--- src/rtl/bcd_disp_pkg.sv ---
// Shared types, constants and elaboration-time helpers for the BCD scan driver.
package bcd_disp_pkg;

  // Nibble value the downstream 7-segment decoder renders as "all segments off".
  localparam logic [3:0] BLANK_CODE = 4'hF;

  typedef enum logic [0:0] {
    IDLE = 1'b0,
    CONV = 1'b1
  } state_e;

  // Largest value representable with ndig decimal digits (10^ndig - 1).
  function automatic longint max_dec(input int ndig);
    longint p;
    p = 1;
    for (int i = 0; i < ndig; i++) begin
      p = p * 10;
    end
    return p - 1;
  endfunction

  // Bits needed to hold 0..value-1; never less than one bit.
  function automatic int clog2(input longint value);
    int w;
    w = 1;
    while ((longint'(1) << w) < value) begin
      w++;
    end
    return w;
  endfunction

endpackage

--- src/rtl/bcd_add3_stage.sv ---
// Double-dabble correction: every BCD nibble of 5 or more gets +3 so the
// following left shift carries correctly into the next decimal digit.
module bcd_add3_stage
  import bcd_disp_pkg::*;
#(
  parameter int NDIG = 4
) (
  input  logic [4*NDIG-1:0] bcd_in,
  output logic [4*NDIG-1:0] bcd_out
);

  // Per-nibble conditional +3, purely combinational.
  always_comb begin
    bcd_out = bcd_in;
    for (int i = 0; i < NDIG; i++) begin
      if (bcd_in[4*i +: 4] >= 4'd5) begin
        bcd_out[4*i +: 4] = bcd_in[4*i +: 4] + 4'd3;
      end
    end
  end

endmodule

--- src/rtl/bcd_scan_driver.sv ---
// Binary-to-BCD converter (one bit per clock) feeding a time-multiplexed
// digit scanner that drives one shared 7-segment decoder plus active-low
// digit enables. Leading zeros are blanked with BLANK_CODE.
module bcd_scan_driver
  import bcd_disp_pkg::*;
#(
  parameter int BIN_W    = 10,
  parameter int NDIG     = 4,
  parameter int SCAN_DIV = 50000,
  parameter int BLANK_LZ = 1
) (
  input  logic             clk,
  input  logic             rst_n,
  input  logic [BIN_W-1:0] bin_in,
  input  logic             load,
  output logic             busy,
  output logic             overflow,
  output logic [3:0]       digit_bcd,
  output logic [NDIG-1:0]  an_n
);

  localparam int BCD_W = 4 * NDIG;
  localparam int CNT_W = clog2(BIN_W);
  localparam int PRE_W = clog2(SCAN_DIV);
  localparam int IDX_W = clog2(NDIG);

  localparam logic [CNT_W-1:0] LAST_BIT  = CNT_W'(BIN_W - 1);
  localparam logic [PRE_W-1:0] LAST_PRE  = PRE_W'(SCAN_DIV - 1);
  localparam logic [IDX_W-1:0] LAST_IDX  = IDX_W'(NDIG - 1);
  localparam longint           MAX_VAL   = max_dec(NDIG);
  localparam logic [BCD_W-1:0] ALL_NINES = {NDIG{4'h9}};

  // Conversion state
  state_e             state_q, state_d;
  logic [CNT_W-1:0]   bit_cnt_q, bit_cnt_d;
  logic [BIN_W-1:0]   shift_q, shift_d;
  logic [BCD_W-1:0]   bcd_q, bcd_d;
  logic               ovf_cap_q, ovf_cap_d;
  logic               overflow_q, overflow_d;
  logic [BCD_W-1:0]   disp_q, disp_d;

  // Scan state
  logic [PRE_W-1:0]   presc_q, presc_d;
  logic [IDX_W-1:0]   idx_q, idx_d;
  logic [NDIG-1:0]    an_n_q, an_n_d;
  logic [3:0]         digit_q, digit_d;

  logic [BCD_W-1:0]   bcd_adj;
  logic               tick;
  logic [IDX_W-1:0]   idx_nxt;
  logic               upper_zero;

  bcd_add3_stage #(
    .NDIG (NDIG)
  ) u_add3 (
    .bcd_in  (bcd_q),
    .bcd_out (bcd_adj)
  );

  assign busy      = (state_q == CONV);
  assign overflow  = overflow_q;
  assign digit_bcd = digit_q;
  assign an_n      = an_n_q;
  assign tick      = (presc_q == LAST_PRE);

  // FSM next state and shift-add-3 datapath; completion publishes the result.
  always_comb begin
    // NOTE: every signal driven here is given a default first so no path can
    // leave it unassigned and infer a latch.
    state_d    = state_q;
    bit_cnt_d  = bit_cnt_q;
    shift_d    = shift_q;
    bcd_d      = bcd_q;
    ovf_cap_d  = ovf_cap_q;
    overflow_d = overflow_q;
    disp_d     = disp_q;
    case (state_q)
      IDLE: begin
        if (load) begin
          state_d   = CONV;
          shift_d   = bin_in;
          bcd_d     = '0;
          bit_cnt_d = '0;
          ovf_cap_d = (64'(bin_in) > MAX_VAL);
        end
      end
      CONV: begin
        {bcd_d, shift_d} = {bcd_adj, shift_q} << 1;
        bit_cnt_d        = bit_cnt_q + CNT_W'(1);
        if (bit_cnt_q == LAST_BIT) begin
          state_d    = IDLE;
          disp_d     = ovf_cap_q ? ALL_NINES : bcd_d;
          overflow_d = ovf_cap_q;
        end
      end
      default: state_d = IDLE;
    endcase
  end

  // Conversion registers.
  always_ff @(posedge clk or negedge rst_n) begin
    // NOTE: the display register is datapath, but it is reset too so the
    // display shows 0 after reset instead of a stale or undefined value.
    if (!rst_n) begin
      state_q    <= IDLE;
      bit_cnt_q  <= '0;
      shift_q    <= '0;
      bcd_q      <= '0;
      ovf_cap_q  <= 1'b0;
      overflow_q <= 1'b0;
      disp_q     <= '0;
    end else begin
      // NOTE: non-blocking assignments so every register samples the values
      // from before this edge, independent of statement order.
      state_q    <= state_d;
      bit_cnt_q  <= bit_cnt_d;
      shift_q    <= shift_d;
      bcd_q      <= bcd_d;
      ovf_cap_q  <= ovf_cap_d;
      overflow_q <= overflow_d;
      disp_q     <= disp_d;
    end
  end

  // Prescaler, digit rotation and leading-zero blanking; outputs move only on tick.
  always_comb begin
    presc_d    = (presc_q == LAST_PRE) ? '0 : presc_q + PRE_W'(1);
    idx_d      = idx_q;
    an_n_d     = an_n_q;
    digit_d    = digit_q;
    idx_nxt    = (idx_q == LAST_IDX) ? '0 : idx_q + IDX_W'(1);
    upper_zero = 1'b1;
    for (int i = 0; i < NDIG; i++) begin
      if ((IDX_W'(i) >= idx_nxt) && (disp_q[4*i +: 4] != 4'h0)) begin
        upper_zero = 1'b0;
      end
    end
    if (tick) begin
      idx_d   = idx_nxt;
      an_n_d  = ~(NDIG'(1) << idx_nxt);
      digit_d = ((BLANK_LZ != 0) && (idx_nxt != '0) && upper_zero)
                ? BLANK_CODE : disp_q[4*idx_nxt +: 4];
    end
  end

  // Scan registers; enable and nibble update on the same edge so they never skew.
  always_ff @(posedge clk or negedge rst_n) begin
    if (!rst_n) begin
      presc_q <= '0;
      idx_q   <= LAST_IDX;
      an_n_q  <= '1;
      digit_q <= BLANK_CODE;
    end else begin
      presc_q <= presc_d;
      idx_q   <= idx_d;
      an_n_q  <= an_n_d;
      digit_q <= digit_d;
    end
  end

endmodule

--- config.mk ---
export PLATFORM = sky130hd
export DESIGN_NAME = bcd_scan_driver
export DESIGN_NICKNAME = d
export VERILOG_FILES = /design/src/rtl/bcd_disp_pkg.sv /design/src/rtl/bcd_add3_stage.sv /design/src/rtl/bcd_scan_driver.sv
export SDC_FILE = /design/constraint.sdc
export NUM_CORES = 1
export LEC_CHECK = 0
export BUFFER_PORTS_ARGS = -buffer_cell sky130_fd_sc_hd__buf_2
export CAP_MARGIN = 20
export CORE_MARGIN = 4
export CORE_UTILIZATION = 40
export DETAILED_ROUTE_END_ITERATION = 8
export GPL_TIMING_DRIVEN = 0
export PLACE_DENSITY_LB_ADDON = 0.08
export SLEW_MARGIN = 20
export SYNTH_ARGS = -nofsm -noshare
export SYNTH_HDL_FRONTEND = slang
export SYNTH_SLANG_ARGS = --single-unit
--- constraint.sdc ---
create_clock -name clk -period 5.2 [get_ports clk]
set_clock_uncertainty 0.1 [all_clocks]
set_input_delay 1.04 -clock clk [delete_from_list [all_inputs] [get_ports clk]]
set_output_delay 1.04 -clock clk [all_outputs]
set_load 0.01 [all_outputs]
==> metrics.yaml <==
outcome: "completed"
grt_start_max_net_pins: 56
post_cts_resized: 0
area_growth_pct: 12.19
hold_class: "reg -> reg"
criticalPathCategory: "reg -> out"
placed_cells: 475
totalWireLength_um: 7395
reg2reg_slack_ns: 3.34
yosys.area.top_type: "dfrtp_1"
finalCoreUtilization_pct: 46.55
via_per_inst: 5.098
post-dp-hpwl_um: 5343
synthArstFlopShare_pct: 100.0
drc: 0
synth_seq_cells: 73
rows: 34
power.density_mw_per_mm2: 485.6
cts_sinks: 73
cellLeakagePower_nw: 1.874
yosysMostFrequentCell: "dfrtp_1"
vias: 2503
path_max_fanout: 2
synth_cell_types: 45
yosys_most_used_dff: "dfrtp_1"
rsz0062_at_grt: "false"
grt_pass1_wl_um: 13090
antennaDiodeCount: 0
setup_violations: 0
slowest_stage: "dfstp_2"
core-area_mm2: 0.008806
ir_drop_mv: 0.2290
synth_commonest_cells: "dfrtp_1, nand2_1, o21ai_0"
worstSkewPairLatency_ns: 0.34
cts_setup_buffers: 0
tns_ns: 0
clock_path_buffers: 2
path_cells: "buf_2"
cts_made_buffers: 9
path_clk_slew_ns: 0.07
synth_nets: 374
antenna_found_initial: 0
wl_per_cell_um: 15.06
cp.required_ns: 4.06
arrival_ns: 1.00
hold_ws_ns: 0.3596
die_area_mm2: 0.01073
grt_usage_pct: 15.04
critical_path.top_delay_family: "flip-flops"
final_cells: 491
multi_input_area_mm2: 0.001694
die_h_um: 103.6
io_pins: 23
clk_root_buffer_cell: "clkbuf_8"
cp-end-kind: "output pin"
synth_warnings: 0
relSlewSlack_pct: 60.65
start_util_pct: 41.49
tritoncts: "yes"
syn-cell-area_mm2: 0.003654
cts_hold_buf: 0
dr.pass1.iters: 4
die_w_um: 103.6
slowest_delay_ns: 0.53
seqCellArea_mm2: 0.001839
synth_top_area_share_pct: 43.15
maxCapViolations: 0
htree_levels: 3
antenna_left: 0
finalCritPeriodShare_pct: 41.13
fillCellCount: 872
crit_path_start_kind: "register"
drtIter0Drc: 53
gp_congestion: 0.7921
synth-edff-count: 0
path_buf_inv: 1
final_nets: 406
period_minus_slack_ns: 2.139
syn_inst: 346
grt_pass1_vias: 2610
grt_overflow: 0
synthTopCellsByArea: "dfrtp_1, dfstp_2, mux2i_1"
slew_viol_final: 0
tightest_slew_ns: 0.5902
seq_area_frac_synth_pct: 50.34
portBuffers: 20
finalHoldViolCount: 0
fmax_mhz: 467.5
avgSynthCellArea_um2: 10.56
drive_above_1_share_pct: 16.45
==> cells by family after synthesis <==
| group | after synthesis | synth area share (%) |
|---|---|---|
| other cells | 1 | 0.1026 |
| simple gates | 117 | 17.16 |
| compound gates | 64 | 9.795 |
| flops | 73 | 50.34 |
| xor+xnor | 16 | 3.836 |
| mux | 32 | 10.34 |
| fa+ha+maj | 15 | 5.137 |
| buf+inv | 28 | 3.288 |
==> cell usage in the layout, fill, tap and decap left out, types with 2 or more instances in the layout <==
cell      instances
nand4_1           4
mux2_2            6
nor3_1            3
a21oi_1          15
ha_1             15
clkbuf_8          9
clkbuf_1         10
xor2_1            3
mux4_2            4
nand2b_1         15
a22o_1            2
buf_4             4
dfstp_2          10
buf_1             2
nand2_1          36
and3_1            2
mux2i_1          22
o21ai_0          29
dfrtp_1          63
buf_2            22
clkinv_2          3
and2_1            2
xnor2_1          13
a21o_1            3
nand3_1           8
nor3b_1          11
nor2_1           22
o21ai_1           7
inv_1            13
nor4_1            4
o31ai_1           3
==> routing by layer <==
metal  up-vias  part of all wire, %  GRT usage, %
met4         0                  1.3         5.603
met5         -                    0             0
met3        10                  3.0         4.167
met2        32                   47         23.79
met1      1194                   49         19.78
li1       1267                    -             -
==> through the flow <==
stage / power [mW] / worst slack (ns) / cell area, um2
2_1_floorplan: 1.379 / 3.149 / 3654
3_3_place_gp: 1.563 / 2.470 / 3889
3_5_place_dp: 1.588 / 2.765 / 3919
4_1_cts: 2.024 / 3.043 / 4099
5_1_grt: 2.174 / 2.984 / 4099
6_report: 1.990 / 3.061 / 4099
==> cell type report <==
cell class / count / area share [%]
sequential: 73 / 44.87
multi-input combinational: 245 / 41.33
clock buffer: 12 / 3.297
tap: 108 / 3.297
timing repair buffer: 21 / 3.175
buffer: 15 / 1.740
inverter: 13 / 1.190
clock inverter: 4 / 1.099
==> path summary, 6_finish.rpt <==
kind	depth (start not counted)	start	end
setup / recovery	1	digit_bcd[2]$_DFFE_PN1N_	digit_bcd[2]
hold / removal	2	an_n[2]$_DFFE_PN1N_	an_n[2]$_DFFE_PN1N_
setup reg to reg	5	idx_q[0]$_DFFE_PN1N_	digit_bcd[0]$_DFFE_PN1N_
hold reg to reg	2	an_n[2]$_DFFE_PN1N_	an_n[2]$_DFFE_PN1N_
max in group asynchronous	2	rst_n	digit_bcd[2]$_DFFE_PN1N_
min in group asynchronous	1	rst_n	bit_cnt_q[0]$_DFFE_PN0P_
==> flip-flops by register name, indices dropped and copies added (netlist names) <==
signal	cells
bcd_q	16
disp_q	16
presc_q	16
shift_q	10
an_n	4
bit_cnt_q	4
digit_bcd	4
idx_q	2
busy	1
==> power by group <==
group	total, mW	switching [mW]	internal [mW]
Combinational	0.701	0.376	0.324
Sequential	0.867	0.138	0.729
Clock	0.422	0.202	0.220
No activity file was read; power rests on OpenSTA's default activity.
